[config.mk]
export PLATFORM = sky130hd
export DESIGN_NAME = user_event_sched
export DESIGN_NICKNAME = d
export VERILOG_FILES = /design/src/rtl/user_event_sched_pkg.sv /design/src/rtl/user_event_sched_fifo.sv /design/src/rtl/user_event_sched.sv
export SDC_FILE = /design/constraint.sdc
export NUM_CORES = 1
export LEC_CHECK = 0
export ABC_AREA = 1
export BUFFER_PORTS_ARGS = -buffer_cell sky130_fd_sc_hd__buf_2
export CAP_MARGIN = 20
export CORE_MARGIN = 2
export CORE_UTILIZATION = 55
export CTS_CLUSTER_SIZE = 14
export DETAILED_ROUTE_END_ITERATION = 16
export GPL_TIMING_DRIVEN = 0
export HOLD_SLACK_MARGIN = 0.05
export PLACE_DENSITY = 0.81
export SYNTH_ARGS = -nofsm -noshare
export SYNTH_HDL_FRONTEND = slang
export SYNTH_SLANG_ARGS = --single-unit
[constraint.sdc]
create_clock -name clk_i -period 1.7 [get_ports clk_i]
set_input_delay 0.17 -clock clk_i [delete_from_list [all_inputs] [get_ports clk_i]]
set_output_delay 0.17 -clock clk_i [all_outputs]
set_load 0.03 [all_outputs]
[src/rtl/user_event_sched_pkg.sv]
// Shared definitions for the user event scheduler.
// Holds key bit indices, the EV_* event codes, the repeat FSM state type
// and a helper that maps a key index onto its event code.
package user_event_sched_pkg;

    // Bit positions in key_level_i
    localparam int KEY_LEFT     = 0;
    localparam int KEY_RIGHT    = 1;
    localparam int KEY_DOWN     = 2;
    localparam int KEY_ROTATE   = 3;
    localparam int KEY_NEW_GAME = 4;
    localparam int KEY_CNT      = 5;

    // Game event codes seen by the game logic
    localparam int EV_W = 3;
    localparam logic [EV_W-1:0] EV_NONE     = 3'd0;
    localparam logic [EV_W-1:0] EV_LEFT     = 3'd1;
    localparam logic [EV_W-1:0] EV_RIGHT    = 3'd2;
    localparam logic [EV_W-1:0] EV_DOWN     = 3'd3;
    localparam logic [EV_W-1:0] EV_ROTATE   = 3'd4;
    localparam logic [EV_W-1:0] EV_NEW_GAME = 3'd5;

    typedef enum logic [1:0] {
        RPT_IDLE   = 2'd0,
        RPT_DELAY  = 2'd1,
        RPT_REPEAT = 2'd2
    } rpt_state_e;

    function automatic logic [EV_W-1:0] key_to_ev(input int key);
        case (key)
            KEY_LEFT:     return EV_LEFT;
            KEY_RIGHT:    return EV_RIGHT;
            KEY_DOWN:     return EV_DOWN;
            KEY_ROTATE:   return EV_ROTATE;
            KEY_NEW_GAME: return EV_NEW_GAME;
            default:      return EV_NONE;
        endcase
    endfunction

endpackage

[src/rtl/user_event_sched_fifo.sv]
// ev_fifo: synchronous FIFO with flush and a registered head word.
// Ports:
//   clk_i, rst_i   clock, synchronous active-high reset
//   flush_i        empties the FIFO; a push in the same cycle becomes the sole entry
//   push_i/wdata_i write request and data (accepted if not full, or popping)
//   pop_i          read request (ignored when empty or flushing)
//   head_o         oldest entry, zero when empty
//   full_o/empty_o occupancy flags
module ev_fifo #(
    parameter int DEPTH = 4,
    parameter int WIDTH = 3
) (
    input  logic             clk_i,
    input  logic             rst_i,
    input  logic             flush_i,
    input  logic             push_i,
    input  logic [WIDTH-1:0] wdata_i,
    input  logic             pop_i,
    output logic [WIDTH-1:0] head_o,
    output logic             full_o,
    output logic             empty_o
);

    localparam int AW = (DEPTH > 1) ? $clog2(DEPTH) : 1;

    logic [WIDTH-1:0] mem_q [DEPTH];
    logic [AW-1:0]    rd_ptr_q;
    logic [AW-1:0]    wr_ptr_q;
    logic [AW-1:0]    rd_next;
    logic [AW:0]      count_q;
    logic [WIDTH-1:0] head_q;
    logic             push_ok;
    logic             pop_ok;
    logic             wr_en;
    logic [AW-1:0]    wr_addr;

    assign full_o  = (count_q == (AW+1)'(DEPTH));
    assign empty_o = (count_q == '0);
    assign head_o  = head_q;
    assign pop_ok  = pop_i & ~empty_o;
    // A full FIFO still accepts a push when a pop frees a slot this cycle
    assign push_ok = push_i & (~full_o | pop_ok);
    assign rd_next = rd_ptr_q + 1'b1;
    assign wr_en   = flush_i ? push_i : push_ok;
    assign wr_addr = flush_i ? '0 : wr_ptr_q;

    always_ff @(posedge clk_i) begin
        if (wr_en) begin
            mem_q[wr_addr] <= wdata_i;
        end
    end

    always_ff @(posedge clk_i) begin
        if (rst_i) begin
            rd_ptr_q <= '0;
            wr_ptr_q <= '0;
            count_q  <= '0;
            head_q   <= '0;
        end else if (flush_i) begin
            rd_ptr_q <= '0;
            wr_ptr_q <= push_i ? AW'(1) : '0;
            count_q  <= push_i ? (AW+1)'(1) : '0;
            head_q   <= push_i ? wdata_i : '0;
        end else begin
            if (push_ok) begin
                wr_ptr_q <= wr_ptr_q + 1'b1;
            end
            if (pop_ok) begin
                rd_ptr_q <= rd_next;
            end
            count_q <= count_q + (AW+1)'(push_ok) - (AW+1)'(pop_ok);
            // Head tracks what will be the oldest entry after this cycle
            if (pop_ok) begin
                if (count_q > (AW+1)'(1)) begin
                    head_q <= mem_q[rd_next];
                end else if (push_ok) begin
                    head_q <= wdata_i;
                end else begin
                    head_q <= '0;
                end
            end else if (empty_o && push_ok) begin
                head_q <= wdata_i;
            end
        end
    end

endmodule

[src/rtl/user_event_sched.sv]
// user_event_sched: turns debounced key levels into game events.
// Rising edges and auto-repeat ticks (LEFT/RIGHT/DOWN) set pending bits,
// one pending bit per cycle is granted by fixed priority
// NEW_GAME > ROTATE > LEFT > RIGHT > DOWN and written into an event FIFO.
// Handshake: user_event_ready_o high means user_event_o holds a valid event;
// the event is consumed on a cycle where user_event_rd_req_i and
// user_event_ready_o are both high; rd_req while not ready is ignored.
// Ports:
//   clk_i, rst_i          clock, synchronous active-high reset
//   key_level_i[4:0]      LEFT, RIGHT, DOWN, ROTATE, NEW_GAME held levels
//   user_event_o          head-of-FIFO event code
//   user_event_ready_o    FIFO not empty
//   user_event_rd_req_i   pop request
//   drop_o                one-cycle pulse when an event was coalesced
module user_event_sched
    import user_event_sched_pkg::*;
#(
    parameter int FIFO_DEPTH        = 4,
    parameter int REPEAT_DELAY_CYC  = 12_500_000,
    parameter int REPEAT_PERIOD_CYC = 4_000_000,
    parameter int CNT_W             = 24
) (
    input  logic               clk_i,
    input  logic               rst_i,
    input  logic [KEY_CNT-1:0] key_level_i,
    output logic [EV_W-1:0]    user_event_o,
    output logic               user_event_ready_o,
    input  logic               user_event_rd_req_i,
    output logic               drop_o
);

    logic [KEY_CNT-1:0] key_q;
    logic [KEY_CNT-1:0] pending_q, pending_d;
    logic               drop_q, drop_d;
    rpt_state_e         rpt_state_q;
    logic [1:0]         owner_q;
    logic [CNT_W-1:0]   cnt_q;

    logic [KEY_CNT-1:0] press, set_bits, grant, tick_bits;
    logic [EV_W-1:0]    grant_ev;
    logic               fifo_full, fifo_empty, pop, can_accept, ng_grant;
    logic [3:0]         owner_onehot;
    logic [2:0]         cand;
    logic               cand_any;
    logic [1:0]         cand_owner;
    logic               owner_lvl;
    logic               rpt_tick;

    assign press      = key_level_i & ~key_q;
    assign pop        = user_event_rd_req_i & ~fifo_empty;
    assign can_accept = ~fifo_full | pop;

    // Fixed-priority arbitration over pending bits
    always_comb begin
        grant    = '0;
        grant_ev = EV_NONE;
        if (can_accept) begin
            if (pending_q[KEY_NEW_GAME]) begin
                grant[KEY_NEW_GAME] = 1'b1;
                grant_ev            = key_to_ev(KEY_NEW_GAME);
            end else if (pending_q[KEY_ROTATE]) begin
                grant[KEY_ROTATE] = 1'b1;
                grant_ev          = key_to_ev(KEY_ROTATE);
            end else if (pending_q[KEY_LEFT]) begin
                grant[KEY_LEFT] = 1'b1;
                grant_ev        = key_to_ev(KEY_LEFT);
            end else if (pending_q[KEY_RIGHT]) begin
                grant[KEY_RIGHT] = 1'b1;
                grant_ev         = key_to_ev(KEY_RIGHT);
            end else if (pending_q[KEY_DOWN]) begin
                grant[KEY_DOWN] = 1'b1;
                grant_ev        = key_to_ev(KEY_DOWN);
            end
        end
    end
    assign ng_grant = grant[KEY_NEW_GAME];

    // A fresh press of a repeatable key other than the current owner takes over
    assign owner_onehot = 4'b0001 << owner_q;
    assign cand       = press[2:0] & ~((rpt_state_q == RPT_IDLE) ? 3'b000 : owner_onehot[2:0]);
    assign cand_any   = |cand;
    assign cand_owner = cand[0] ? 2'd0 : (cand[1] ? 2'd1 : 2'd2);
    assign owner_lvl  = key_level_i[owner_q];

    // Owner takeover or release wins over a tick landing in the same cycle
    always_comb begin
        rpt_tick = 1'b0;
        if (!cand_any && owner_lvl) begin
            case (rpt_state_q)
                RPT_DELAY:  rpt_tick = (cnt_q == CNT_W'(REPEAT_DELAY_CYC - 1));
                RPT_REPEAT: rpt_tick = (cnt_q == CNT_W'(REPEAT_PERIOD_CYC - 1));
                default:    rpt_tick = 1'b0;
            endcase
        end
    end

    assign tick_bits = rpt_tick ? {1'b0, owner_onehot} : '0;
    assign set_bits  = press | tick_bits;

    // NEW_GAME wipes every other request; otherwise a new set survives its own grant
    assign pending_d = ng_grant ? (set_bits & (KEY_CNT'(1) << KEY_NEW_GAME))
                                : ((pending_q & ~grant) | set_bits);
    assign drop_d    = ~ng_grant & (|(set_bits & pending_q & ~grant));

    always_ff @(posedge clk_i) begin
        if (rst_i) begin
            key_q     <= '1;
            pending_q <= '0;
            drop_q    <= 1'b0;
        end else begin
            key_q     <= key_level_i;
            pending_q <= pending_d;
            drop_q    <= drop_d;
        end
    end

    // Auto-repeat FSM
    always_ff @(posedge clk_i) begin
        if (rst_i) begin
            rpt_state_q <= RPT_IDLE;
            owner_q     <= 2'd0;
            cnt_q       <= '0;
        end else if (ng_grant) begin
            rpt_state_q <= RPT_IDLE;
            cnt_q       <= '0;
        end else if (cand_any) begin
            rpt_state_q <= RPT_DELAY;
            owner_q     <= cand_owner;
            cnt_q       <= '0;
        end else if (rpt_state_q != RPT_IDLE) begin
            if (!owner_lvl) begin
                rpt_state_q <= RPT_IDLE;
                cnt_q       <= '0;
            end else if (rpt_tick) begin
                rpt_state_q <= RPT_REPEAT;
                cnt_q       <= '0;
            end else begin
                cnt_q <= cnt_q + 1'b1;
            end
        end
    end

    ev_fifo #(
        .DEPTH(FIFO_DEPTH),
        .WIDTH(EV_W)
    ) u_fifo (
        .clk_i  (clk_i),
        .rst_i  (rst_i),
        .flush_i(ng_grant),
        .push_i (|grant),
        .wdata_i(grant_ev),
        .pop_i  (pop),
        .head_o (user_event_o),
        .full_o (fifo_full),
        .empty_o(fifo_empty)
    );

    assign user_event_ready_o = ~fifo_empty;
    assign drop_o             = drop_q;

endmodule
**After elaboration in Yosys (flattened, before gate mapping)**

Memories as Yosys holds them, arrays and structs flattened.
Cells that the tools add are included.

- Memories kept: 1
- Output and inout port bits: 5
- Word-level logic and storage cells: 110
- Bits in registers: 49
- Memory bits (writable): 12
- Bits of input ports: 8

Memory list:

| memory | depth | bits a word | read ports | clocked after memory_dff | wr ports | line | source |
|---|---|---|---|---|---|---|---|
| u_fifo.mem_q | 4 | 3 | 1 | 0 | 1 | user_event_sched_fifo.sv:26 | `logic [WIDTH-1:0] mem_q [DEPTH];` |

- Magnitude comparators: 2
- Shifts and indexed selects: 1
- Equality and inequality tests: 7
- Bitwise logic cells: 19
- Mux-type cells: 46
- $add $sub $neg: 5
- Reductions and logical operators: 17

Operator list:

| cell | number |
|---|---|
| $mux 24 | 2 |
| $mux 3 | 12 |
| $add 24x1->24 const B | 1 |
| $eq 24x22->1 const B | 1 |
| $eq 24x24->1 const B | 1 |
| $mux 2 | 11 |
| $and 5x5->5 | 4 |
| $mux 1 | 15 |
| $reduce_or 5->1 | 3 |
| $mux 5 | 2 |
| $not 5->5 | 2 |
| $mux 4 | 2 |
| $reduce_and 2->1 | 3 |
| $reduce_bool 2->1 | 3 |
| $or 5x4->5 | 1 |
| $or 5x5->5 | 1 |
| $add 2x1->2 const B | 2 |
| $and 1x1->1 | 4 |
| $lt 2x4->1 const B | 1 |
| $shl 1x2->4 const A | 1 |
| $add 3x1->3 | 1 |
| $and 3x3->3 | 1 |
| $eq 3x3->1 const B | 1 |
| $gt 3x1->1 const B | 1 |
| other kinds (17) | 21 |

**Depth between registers and ports, before layout**

Gate-level depths: netlist (run 1).

- Depth in word-level cells: 14
- Mapped depth: 14
- Depth with buffers taken out: 13

**Hierarchy**

A second synthesis (run 1) with hierarchy kept.

- Cell total of the unflattened synthesis: 515
- Area total of the unflattened synthesis: 3,547.2 µm²

By module, submodules not included:

| module | sequential area each (µm²) | area an instance (µm²) | instances | cells each |
|---|---|---|---|---|
| user_event_sched | 780.7 | 2,424.8 | 1 | 374 |
| ev_fifo | 560.5 | 1,122.3 | 1 | 141 |

**Worst setup path after synthesis (run 1)**

No wires, ideal clock.

- Path kind: register -> register
- From: register u_fifo.count_q[0]
- To: register u_fifo.count_q[2]
- Setup time: 120 ps
- Stages on the path, launching flop included: 11
- Data required time: 1,580 ps
- Path buffers: 0
- Arrival: 1,939 ps
- Clock period less this slack: 2,059 ps
- Path slack: -359 ps
- Cell sequence: dfxtp_1 > nor2_1 > nand2_1 > nand2_1 > inv_1 > ha_1 > inv_1 > ha_1 > fa_1 > xor2_1 > nor2_1

- Elaborated cells between the ends (all ways): 14
- Classes of those cells: add/sub: 2; eq/ne: 1; mux: 2; bitwise: 7; reduce/logical: 2

RTL lines:

| element | line | source |
|---|---|---|
| start, declared | user_event_sched_fifo.sv:30 | `logic [AW:0] count_q;` |
| start signal, assigned | user_event_sched_fifo.sv:62 | `count_q <= push_i ? (AW+1)'(1) : '0;` |
| start signal, assigned | user_event_sched_fifo.sv:71 | `count_q <= count_q + (AW+1)'(push_ok) - (AW+1)'(pop_ok);` |
| $logic_not 3->1 (*) | user_event_sched_fifo.sv:38 | `assign empty_o = (count_q == '0);` |
| $not 1->1 (*) | n/a |  |
| via user_event_ready_o | user_event_sched.sv:27 | `output logic user_event_ready_o,` |
| $and 1x1->1 | user_event_sched.sv:50 | `assign pop = user_event_rd_req_i & ~fifo_empty;` |
| $and 1x1->1 (*) | user_event_sched_fifo.sv:40 | `assign pop_ok = pop_i & ~empty_o;` |
| via u_fifo.pop_ok | user_event_sched_fifo.sv:33 | `logic pop_ok;` |
| $or 1x1->1 | user_event_sched_fifo.sv:42 | `assign push_ok = push_i & (~full_o \| pop_ok);` |
| $and 1x1->1 | user_event_sched_fifo.sv:42 |  |
| $add 3x1->3 | user_event_sched_fifo.sv:71 |  |
| $sub 3x1->3 (*) | user_event_sched_fifo.sv:71 |  |
| $mux 3 (*) | user_event_sched_fifo.sv:59 | `end else if (flush_i) begin` |

Mark *: on every way through the listed nets, which the timed path passes. The rest lies on a longest branch.
A chain may end at the register's enable or synchronous reset.

**Worst setup path after layout (run 1)**

- From: register rpt_state_q[1]
- To: register cnt_q[8]

- Longest elaborated chain between the ends: 10
- Elaborated cells between the ends (all ways): 15
- Classes of those cells: eq/ne: 2; mux: 5; bitwise: 2; reduce/logical: 6

Ends and longest elaborated chain:

| element | line | source |
|---|---|---|
| start, declared | user_event_sched.sv:35 | `rpt_state_e rpt_state_q;` |
| start signal, assigned | user_event_sched.sv:120 | `rpt_state_q <= RPT_IDLE;` |
| start signal, assigned | user_event_sched.sv:124 | `rpt_state_q <= RPT_IDLE;` |
| start signal, assigned | user_event_sched.sv:127 | `rpt_state_q <= RPT_DELAY;` |
| $logic_not 2->1 | user_event_sched.sv:80 | `assign cand = press[2:0] & ~((rpt_state_q == RPT_IDLE) ? 3'b000 : owner_onehot[2:0]);` |
| $mux 3 | user_event_sched.sv:80 |  |
| $not 3->3 | user_event_sched.sv:80 |  |
| $and 3x3->3 | user_event_sched.sv:80 |  |
| $reduce_or 3->1 | user_event_sched.sv:81 | `assign cand_any = \|cand;` |
| $logic_not 1->1 | user_event_sched.sv:88 | `if (!cand_any && owner_lvl) begin` |
| $logic_and 1x1->1 | user_event_sched.sv:88 |  |
| $mux 1 | user_event_sched.sv:88 |  |
| $mux 24 | user_event_sched.sv:134 | `end else if (rpt_tick) begin` |
| $mux 24 | user_event_sched.sv:131 | `if (!owner_lvl) begin` |
| end signal, assigned | user_event_sched.sv:138 | `cnt_q <= cnt_q + 1'b1;` |
| end, declared | user_event_sched.sv:37 | `logic [CNT_W-1:0] cnt_q;` |

Several ways; a longest one is shown, not always the timed one.

==> impl_results.md, run 1 <==
* Run status: finished with violations
* Failing checks: negative setup slack
* Initial Util at between 50 and 60%
* Post-synth top area cell: dfxtp_1
* Share of cells above drive strength 1 at 32.36%
* Initial antenna violation count at 0
* Seq cells post-synth at 61
* Core Region at 5507 µm²
* Post-synthesis adder-cell area fraction at under 10%
* Worst Max-Slew Pin Slew at 0.6685 ns
* CP max stage cell: dfxtp_4
* Slowest stage delay, CP at 0.37 ns
* CTS tree: built
* Net count after synthesis at around 440
* Ant diodes at 0
* Maximum clock frequency at 520.5 MHz
* Int Pwr at 2.707 mW
* RePlAce Congestion at between 0.9 and 1
* Clock Latency Late Sink at between 0.3 and 0.4 ns
* Clock root buffer: clkbuf_8
* Synthesized area at 3120 µm²
* Final hold vios at 0
* Post-route cell area at 4161 µm²
* Final ANT Viol Nets at 0
* Syn_area_per_cell at roughly 7.4 µm²
* Commonest non-fill, non-tap cell in the layout: nand2_1
* Compound-Gate Fraction of Synth Area at 9.623%
* Worst path most repeated cell: nand2_4
* Total GRT Usage at 26.53%
* Max Cap Viol at 0
* Crit share post-route at 113.0%
* Post-route setup slack at -0.2211 ns
* Clock slew at reported path FFs at 0.07 ns
* Area fraction of the dominant cell type after synthesis at 31.44%
* Worst min-delay path class: primary input to register
* Sequential share of power at between 40% and 50%
* Synth Area in XOR/XNOR at approximately 2.8%
* Half-perimeter wire length after placement at 4656 µm
* CP Data Required Time at 1.94 ns
* Leakage at 1.701 nW
* Largest family of logic cells by synthesized area: simple AND/OR/NAND/NOR gates
* Number of synthesized flops with an enable pin at 12
* Vias per cell at 5.739
* Power Density at between 900 and 1000 nW/µm²
* Maximum vdd drop at between 0.7 and 0.8 mV
* Psw at 1.369 mW
* Arrival @ worst endpoint at 2.17 ns
* Die X at 79.33 µm
* # clock sinks at 61
* R2r startpoint: rpt_state_q[1]
* Simple-Gate Fraction of Synth Area at 30.83%
* Maximum number of pins on one net before global-route repair at 12
* CP Class: register to register
* IO Pins at 13
* Highest-count cells in the layout ignoring fill and taps: nand2_1 (71), inv_1 (60), nor2_1 (43), dfxtp_1 (42), buf_4 (22)
* First-pass GRT wire length at 12,770 µm
* Final Slew Violations at 0
* Post-synth cell types at 39
* Total power draw at 4.076 mW
* Multiplexer share of the synthesized area at 0.6415%
* Die Ht at 79.33 µm
* RSZ-0062 raised after global routing: true
* Final Skew at between 0.008 and 0.009 ns
* Async S/R FF share, synth at 0%
* Final min period at approximately 1.9 ns
* DP Worst Slack at -0.2822 ns
* Synth warn at 0
* Worst slew margin at between 50% and 60%
* Power share of the combinational group at 29.1%
* Area contributors post-synth: dfxtp_1 (31%), edfxtp_1 (12%), nand2_1 (10%), inv_1 (7.7%), nor2_1 (7.7%)
* Placed cell area at about 3300 µm²
* Sw Share at 33.58%
* Worst Hold Launch: rst_i
* CTS Buf Count at 9
* Area growth syn-to-layout at 33.36%
* Critical path peak fanout at 6
* Cells after Synth at 421
* Fin util at 75.57%
* Cell breakdown of the critical path: inv_4, ha_4, inv_4, buf_6, nand2_4, nand2_4, nand3_4, nor2_4, nand2_2, nand2_4, nand2_4, nand2_8, buf_4, a211oi_1
* Primary FF master, synth: dfxtp_1
* Number of global-route vias before repair at 2,879
* WL per Instance at 16.29 µm
* Worst Setup SP: rpt_state_q[1]
* Vias at 3,162
* # rows at 27
* Post-synthesis sequential area ratio at 42.98%
* # port buffers at 12
* Drt total wl at about 9000 µm
* Worst setup EP type: register
* Iter 0 DRT Violations at 425
* Htree depth at 3
* Startpoint types: register
* Total grt overflow at 0
* Clock share of power at between 30% and 40%
* First-pass DRT Iterations at 5
* Final Setup Violations at 30
* # DRC at 0
* CTS Buffer Depth at 2
* Final net count at 489
* DIE AREA at about 6300 µm²
[final cells by class]
cell class | count | area, µm²
fillers | 330 | 1345
clock inverters | 3 | 20.02
plain buffers | 6 | 46.29
inverters | 71 | 276.5
clock buffers | 13 | 168.9
well taps | 72 | 90.09
multi-input cells | 282 | 1839
flip-flops and latches | 61 | 1353
repair buffers | 43 | 367.9
[registers in the layout, summed over array words and instances (netlist names)]
register and cells:
u_fifo.head_o 3, u_fifo.wr_ptr_q 2, rpt_state_q 2, u_fifo.rd_ptr_q 2
u_fifo.count_q 3, u_fifo.mem_q 12, pending_q 5, owner_q 2
cnt_q 24, drop_o 1, key_q 5
[cells by family after synthesis]
family | count (synthesis)
compound gates | 52
buf+inv | 78
mux | 2
xor+xnor | 10
flops | 61
fa+ha+maj | 7
simple gates | 211
[final timing paths]
kind	end	slack (ns)	cells after the start
max	cnt_q[8]	-0.22	14
min	u_fifo.count_q[0]	0.07	2
max reg2reg	cnt_q[8]	-0.22	14
min reg2reg	u_fifo.wr_ptr_q[1]	0.49	2
[cell usage after synthesis, types with 3 or more instances]
cell       n
inv_1     64
nand4_1    8
xnor2_1    5
o31ai_1    4
nand3_1   26
a21oi_1   17
a31oi_1    5
nor2_1    64
o211ai_1   4
or2_2      3
nor3_2     6
inv_2      6
edfxtp_1  12
o21ai_0   15
dfxtp_1   49
ha_1       6
o21ai_1    3
xor2_1     5
nor2_2     4
nor3_1     3
nand2_2    4
nand2_1   85
[metal layers]
metal | part of all wire (%) | track usage [%] | vias to the layer above
li1 | - | - | 1452
met1 | 38 | 30.05 | 1450
met2 | 49 | 46.36 | 204
met3 | 8.0 | 7.159 | 56
met4 | 5.1 | 12.24 | 0
met5 | 0 | 0 | -
[power groups by stage]
stage / clock network [mW] / registers [mW] / logic, mW
6_report: 1.23 / 1.66 / 1.19
5_1_grt: 1.31 / 1.67 / 1.30
4_1_cts: 1.22 / 1.66 / 1.08
3_5_place_dp: 0 / 1.69 / 0.932
3_3_place_gp: 0 / 1.68 / 0.902
2_1_floorplan: 0 / 1.73 / 0.682
[what timing repair did]
action / 4_1_cts / 5_1_grt
hold buffers: 4 / 0
hold endpoints to repair: 4 / 0
setup buffers: 17 / 8
gates resized for setup: 30 / 64
endpoints found under the setup margin: 38 / 44
gates cloned: 1 / 1
pin swaps: 13 / 20
[per-stage QoR]
| stage | hold slack (ns) | TNS (ns) | cells |
|---|---|---|---|
| 6_report | 0.07318 | -4.042 | 551 |
| 3_3_place_gp | 0.3616 | -5.124 | 505 |
| 4_1_cts | 0.06316 | -1.164 | 543 |
| 3_5_place_dp | 0.3713 | -6.624 | 505 |
| 2_1_floorplan | 0.2391 | -0.1706 | 421 |
| 5_1_grt | 0.06820 | -8.709 | 551 |
[critical path: cells and delay by family (launching register included)]
kind,cells,cell delay (ns)
DFF,1,0.37
adders and majority gates,1,0.19
buffers and inverters,4,0.40
AOI/OAI and AO/OA,1,0.21
and+or+nand+nor,8,0.66
Power figures use the tool's default switching activity.
==> run 2, diff against run 1 <==
--- a/config.mk
+++ b/config.mk
@@ -6,7 +6,7 @@
 export NUM_CORES = 1
 export LEC_CHECK = 0
 export ABC_AREA = 1
-export BUFFER_PORTS_ARGS = -buffer_cell sky130_fd_sc_hd__buf_2
+export BUFFER_PORTS_ARGS = -buffer_cell sky130_fd_sc_hd__buf_4
 export CAP_MARGIN = 20
 export CORE_MARGIN = 2
 export CORE_UTILIZATION = 55
==> impl_results.md, run 2 (synthesis results as in run 1) <==
* CTS Buf Count at 9 (unchanged)
* Max Cap Viol at 0 (unchanged)
* Half-perimeter wire length after placement at 4724 µm (+1.4%)
* Vias at 3,055 (-3.4%)
* Worst setup EP type: register
* TNS Setup at -4.962 ns (-0.9199 ns)
* Sw Share at 32.99% (-0.59 points)
* Placed cell area at 3379 µm² (+0.90%)
* Total grt overflow at 0 (unchanged)
* RePlAce Congestion at 0.9001 (-1.1%)
* Psw at 1.340 mW (-2.1%)
* Arrival @ worst endpoint at 2.14 ns (-0.03 ns)
* First-pass GRT wire length at 12,850 µm (+0.60%)
* Reg with most FFs: cnt_q
* First-pass DRT Iterations at 7 (+2)
* Post-route cell area at 4059 µm² (-2.5%)
* IO Pins at 13 (unchanged)
* Number of global-route vias before repair at 2,913 (+1.2%)
* DIE AREA at 6292 µm² (unchanged)
* RR Endpoint: cnt_q[2]
* WL per Instance at 14.94 µm (-8.3%)
* Final Slew Violations at 0 (unchanged)
* Slowest stage delay, CP at 0.36 ns (about the same)
* CP max stage cell: dfxtp_2
* Core Region at 5507 µm² (unchanged)
* Die Ht at 79.33 µm (unchanged)
* Startpoint types: register
* Clock root buffer: clkbuf_8
* Clock Latency Late Sink at 0.34 ns (about the same)
* Commonest non-fill, non-tap cell in the layout: nand2_1
* RSZ-0062 raised after global routing: true
* Htree depth at 3 (unchanged)
* Post-route setup slack at -0.2209 ns (+0.0002760 ns)
* Highest-count cells in the layout ignoring fill and taps: nand2_1 (72), inv_1 (58), nor2_1 (49), dfxtp_1 (42), buf_4 (34)
* CP bufs+invs at 4 (unchanged)
* Final ANT Viol Nets at 0 (unchanged)
* Clock slew at reported path FFs at 0.07 ns (about the same)
* Reg-to-reg slack, setup at -0.22 ns (about the same)
* Worst slew margin at 55.59% (+0.53 points)
* Critical path depth in cells at 14 (unchanged)
* Ant diodes at 0 (unchanged)
* Worst Setup SP: rpt_state_q[1]
* Worst min-delay path class: primary input to register
* Power Density at 1001 nW/µm² (+2.2%)
* CP Class: register to register
* Run status: finished with violations
* Int Pwr at 2.723 mW (+0.56%)
* Leakage at 1.664 nW (-2.2%)
* Maximum vdd drop at 0.8335 mV (+18%)
* Drt total wl at 8230 µm (-8.3%)
* Maximum clock frequency at 520.6 MHz (about the same)
* Maximum number of pins on one net before global-route repair at 11 (-1)
* Worst Reg-to-Reg Cells at 14 (unchanged)
* Vias per cell at 5.544 (-3.4%)
* Final Setup Violations at 28 (-6.7%)
* Crit share post-route at 113.0% (about the same)
* R2r startpoint: rpt_state_q[1]
* # clock sinks at 61 (unchanged)
* Final Skew at 0.007948 ns (-0.0009591 ns)
* # rows at 27 (unchanged)
* Cell breakdown of the critical path: inv_2, ha_4, inv_2, buf_6, nand2_4, nand2_4, nand3_4, nor2_4, nand2_2, nand2_2, nand2_2, nand2_4, buf_6, nor3_4
* Hold depth at 3 (+1)
* Worst Max-Slew Pin Slew at 0.6605 ns (-0.007922 ns)
* Power share of the combinational group at 28.8% (-0.3 points)
* Sequential share of power at 40.9% (about the same)
* Initial Util at 56.67% (unchanged)
* # port buffers at 12 (unchanged)
* CTS tree: built
* Worst Setup EP: cnt_q[2]
* Die X at 79.33 µm (unchanged)
* Clock share of power at 30.3% (+0.2 points)
* Initial antenna violation count at 0 (unchanged)
* Total GRT Usage at 26.68% (+0.15 points)
* Final min period at 1.921 ns (-0.0002760 ns)
* Failing checks: negative setup slack
* Final net count at 489 (unchanged)
* # DRC at 0 (unchanged)
* Iter 0 DRT Violations at 306 (-28%)
* Share of cells above drive strength 1 at 28.81% (-3.5 points)
* CP Data Required Time at 1.92 ns (-0.02 ns)
* Final hold vios at 0 (unchanged)
* Crit-path leading delay family: simple AND/OR/NAND/NOR gates
* Area growth syn-to-layout at 30.07%
* Critical path peak fanout at 6 (unchanged)
* Largest registers: cnt_q (24), u_fifo.mem_q (12)
* Flip-flop and latch area at 1355 µm² (+0.18%)
* # fillers at 369 (+12%)
* Number of flip-flops in the largest register at 24 (unchanged)
* Fin util at 73.71% (-1.9 points)
* CTS Buffer Depth at 2 (unchanged)
* Multi-input gate area at 1747 µm² (-5.0%)
## run 2: changes by cell type in the layout (fill, tap and decap cells not counted), moves of 3 or more
cell,before,now
nor2_1,43,49
nor2_2,15,11
buf_2,13,0
clkinv_1,1,4
o21ai_1,4,8
buf_4,22,34
inv_2,6,10
o21ai_2,3,0
clkbuf_8,12,9
## run 2: layout make-up
class                   instances  area share, %
plain buffers                   6          1.202
clock buffers                  10          3.144
clock inverters                 6          1.326
inverters                      71          6.689
multi-input cells             282          43.03
flip-flops and latches         61          33.38
well taps                      72          2.219
repair buffers                 43          9.001
## run 2: worst min-delay path by stage
stage | startpoint | end | slack, ns
floorplan | rst_i | owner_q[0] | 0.24
global placement | key_level_i[4] | key_q[4] | 0.36
global route | key_level_i[1] | key_q[1] | 0.11
finish | key_level_i[1] | key_q[1] | 0.08
detailed placement | key_level_i[4] | key_q[4] | 0.37
CTS | key_level_i[1] | key_q[1] | 0.08
## run 2: per-stage QoR
step / power (mW) / std cells / hold slack [ns] / setup slack (ns)
CTS: 3.988 / 546 / 0.08321 / -0.1069
detailed placement: 2.645 / 505 / 0.3673 / -0.2650
global placement: 2.616 / 505 / 0.3622 / -0.2055
floorplan: 2.413 / 421 / 0.2391 / -0.1009
finish: 4.063 / 551 / 0.08225 / -0.2209
global route: 4.279 / 551 / 0.1066 / -0.3218
## run 2: repair_timing
item | CTS | global route
gates cloned | 1 | 0
hold endpoints to repair | 8 | 0
resized for setup | 37 | 38
pin swaps | 17 | 12
setup endpoints to repair | 37 | 43
hold buffers | 6 | 0
buffers inserted | 18 | 6
## run 2: worst min-delay path: stages
cell and delay, ns:
buf_4 0.08, clkinv_1 0.08, nand2_1 0.07
## run 2: power by group through the flow
stage	sequential, mW	clock (mW)	combinational [mW]
after global placement	1.68	0	0.937
after global routing	1.67	1.31	1.29
after CTS	1.66	1.23	1.10
after floorplan	1.73	0	0.682
after detailed placement	1.68	0	0.962
final	1.66	1.23	1.17
## run 2: layer usage
layer	vias up	global-route usage, %	part of all wire [%]
met1	1437	31.70	41
met4	0	12.24	3.6
met5	-	0	0
met2	124	44.49	49
met3	38	7.727	5.9
li1	1456	-	-
==> run 3, diff against run 2 <==
--- a/config.mk
+++ b/config.mk
@@ -9,12 +9,12 @@
 export BUFFER_PORTS_ARGS = -buffer_cell sky130_fd_sc_hd__buf_4
 export CAP_MARGIN = 20
 export CORE_MARGIN = 2
-export CORE_UTILIZATION = 55
+export CORE_UTILIZATION = 35
 export CTS_CLUSTER_SIZE = 14
 export DETAILED_ROUTE_END_ITERATION = 16
 export GPL_TIMING_DRIVEN = 0
 export HOLD_SLACK_MARGIN = 0.05
-export PLACE_DENSITY = 0.81
+export PLACE_DENSITY = 0.58
 export SYNTH_ARGS = -nofsm -noshare
 export SYNTH_HDL_FRONTEND = slang
 export SYNTH_SLANG_ARGS = --single-unit
==> impl_results.md, run 3 (synthesis results as in run 1) <==
* Run status: finished with violations
* Failing checks: negative setup slack
* IO Pins at 13 (unchanged)
* # port buffers at 12 (unchanged)
* CP Data Required Time at 1.97 ns (+0.05 ns)
* Final net count at 495 (+1.2%)
* Clock slew at reported path FFs at 0.07 ns (about the same)
* Area growth syn-to-layout at 39.37%
* Die Ht at 98.42 µm (+24%)
* Commonest non-fill, non-tap cell in the layout: nand2_1
* Maximum number of pins on one net before global-route repair at 12 (+1)
* Critical path peak fanout at 6 (unchanged)
* Number of flip-flops in the largest register at 24 (unchanged)
* Initial antenna violation count at 0 (unchanged)
* Arrival @ worst endpoint at 2.14 ns (about the same)
* Leakage at 1.774 nW (+6.6%)
* Int Pwr at 2.910 mW (+6.9%)
* Worst slew margin at 69.04% (+13 points)
* CP Class: register to register
* Vias at 2,938 (-3.8%)
* Final min period at 1.866 ns (-0.05448 ns)
* Largest registers: cnt_q (24), u_fifo.mem_q (12)
* Clock root buffer: clkbuf_8
* Vias per cell at 4.954 (-11%)
* Psw at 1.356 mW (+1.2%)
* # DRC at 0 (unchanged)
* Final Slew Violations at 0 (unchanged)
* Reg with most FFs: cnt_q
* Sequential share of power at 38.9% (-2.0 points)
* Worst min-delay path class: primary input to register
* RSZ-0062 raised after global routing: true
* CTS tree: built
* Final ANT Viol Nets at 0 (unchanged)
* First-pass DRT Iterations at 4 (-3)
* Die X at 98.42 µm (+24%)
* Final hold vios at 0 (unchanged)
* Final Setup Violations at 29 (+3.6%)
* Initial Util at 35.96% (-21 points)
* Max Cap Viol at 0 (unchanged)
* First-pass GRT wire length at 12,650 µm (-1.5%)
* # fillers at 825 (+120%)
* Worst Max-Slew Pin Slew at 0.4617 ns (-0.1989 ns)
* Clock Latency Late Sink at 0.34 ns (about the same)
* Total grt overflow at 0 (unchanged)
* WL per Instance at 13.57 µm (-9.1%)
* # rows at 34 (+26%)
* Ant diodes at 0 (unchanged)
* Startpoint types: register
* CTS Buf Count at 9 (unchanged)
* Highest-count cells in the layout ignoring fill and taps: nand2_1 (72), inv_1 (58), nor2_1 (43), dfxtp_1 (40), buf_4 (36)
* Number of global-route vias before repair at 2,803 (-3.8%)
* Power Density at 980.8 nW/µm² (-2.0%)
* Power share of the combinational group at 28.5% (-0.3 points)
* Final Skew at 0.004131 ns (-0.003817 ns)
* Sw Share at 31.79% (-1.2 points)
* Crit share post-route at 109.8% (-3.2 points)
* Worst setup EP type: register
* Iter 0 DRT Violations at 125 (-59%)
* Htree depth at 3 (unchanged)
* Total GRT Usage at 16.18% (-11 points)
* CTS Buffer Depth at 2 (unchanged)
* Drt total wl at 8049 µm (-2.2%)
* RePlAce Congestion at 0.8700 (-3.3%)
* # clock sinks at 61 (unchanged)
* Post-route setup slack at -0.1664 ns (+0.05448 ns)
* Share of cells above drive strength 1 at 32.99% (+4.2 points)
* Clock share of power at 32.5% (+2.2 points)
* Maximum vdd drop at 0.5368 mV (-36%)
* DIE AREA at 9687 µm² (+54%)
* Fin util at 50.12% (-24 points)
* Core Region at 8678 µm² (+58%)
* TNS Setup at -3.743 ns (+1.219 ns)
* Maximum clock frequency at 535.8 MHz (+2.9%)
* Half-perimeter wire length after placement at 4956 µm (+4.9%)
run 3: changes by cell type in the layout (fill, tap and decap cells not counted), moves of 4 or more:
cell     delta
nand2_2     -6
nand2_4     +5
nor2_1      -6
o21ai_1     -4
nor2_4      +5
run 3: per-stage QoR:
stage / hold slack [ns] / worst slack, ns / std cells / instance area [µm²] / power, mW
after global placement: 0.3615 / -0.2661 / 541 / 3425 / 2.632
after floorplan: 0.2391 / -0.1009 / 421 / 3199 / 2.413
after detailed placement: 0.3679 / -0.2675 / 541 / 3425 / 2.665
after global routing: 0.09041 / -0.2549 / 593 / 4349 / 4.501
final: 0.07679 / -0.1664 / 593 / 4349 / 4.266
after CTS: 0.01397 / -0.09245 / 585 / 4025 / 4.223
run 3: power by group through the flow:
stage / sequential (mW) / combinational (mW) / clock (mW)
2_1_floorplan: 1.73 / 0.682 / 0
3_3_place_gp: 1.68 / 0.949 / 0
3_5_place_dp: 1.68 / 0.981 / 0
4_1_cts: 1.66 / 1.14 / 1.43
5_1_grt: 1.67 / 1.33 / 1.50
6_report: 1.66 / 1.22 / 1.39
run 3: layout make-up:
type	count	area (µm²)	share of cell area, %
repair buffers	49	435.4	10.01
flip-flops and latches	61	1360	31.27
inverters	71	276.5	6.358
well taps	108	135.1	3.107
plain buffers	6	46.29	1.064
multi-input cells	282	1888	43.41
clock buffers	11	131.4	3.021
clock inverters	5	76.32	1.755
run 3: what timing repair did:
item	4_1_cts	5_1_grt
setup endpoints to repair	44	44
cloned	1	1
buffers inserted	23	9
gates resized for setup	37	73
hold buffers	4	2
endpoints found under the hold margin	8	4
pin swaps	18	25
run 3: critical path: stages, from the launching register on:
cell	delay [ns]
dfxtp_4	0.38
inv_4	0.04
ha_4	0.19
inv_4	0.08
buf_6	0.10
nand2_4	0.05
nand2_4	0.07
nand3_4	0.10
nor2_4	0.19
nand2_4	0.09
buf_6	0.13
o21ai_4	0.13
nand2_1	0.07
nand2_1	0.06
nor2_1	0.04
nor2_1	0.09
run 3: path summary, 6_finish.rpt:
check                                         from            endpoint  slack (ns)  cells after the start
worst min-delay path                key_level_i[1]            key_q[1]        0.08                      3
worst max register to register      rpt_state_q[1]              drop_o       -0.17                     15
worst max-delay path                rpt_state_q[1]              drop_o       -0.17                     15
worst min register to register  u_fifo.wr_ptr_q[0]  u_fifo.wr_ptr_q[0]        0.49                      2
run 3: per-layer routing:
| metal | track usage, % | wire length [µm] | vias up |
|---|---|---|---|
| met2 | 27.58 | 4176 | 62 |
| li1 | - | - | 1469 |
| met1 | 19.45 | 3363 | 1388 |
| met4 | 6.744 | 201 | 0 |
| met5 | 0 | 0 | - |
| met3 | 4.113 | 308 | 19 |
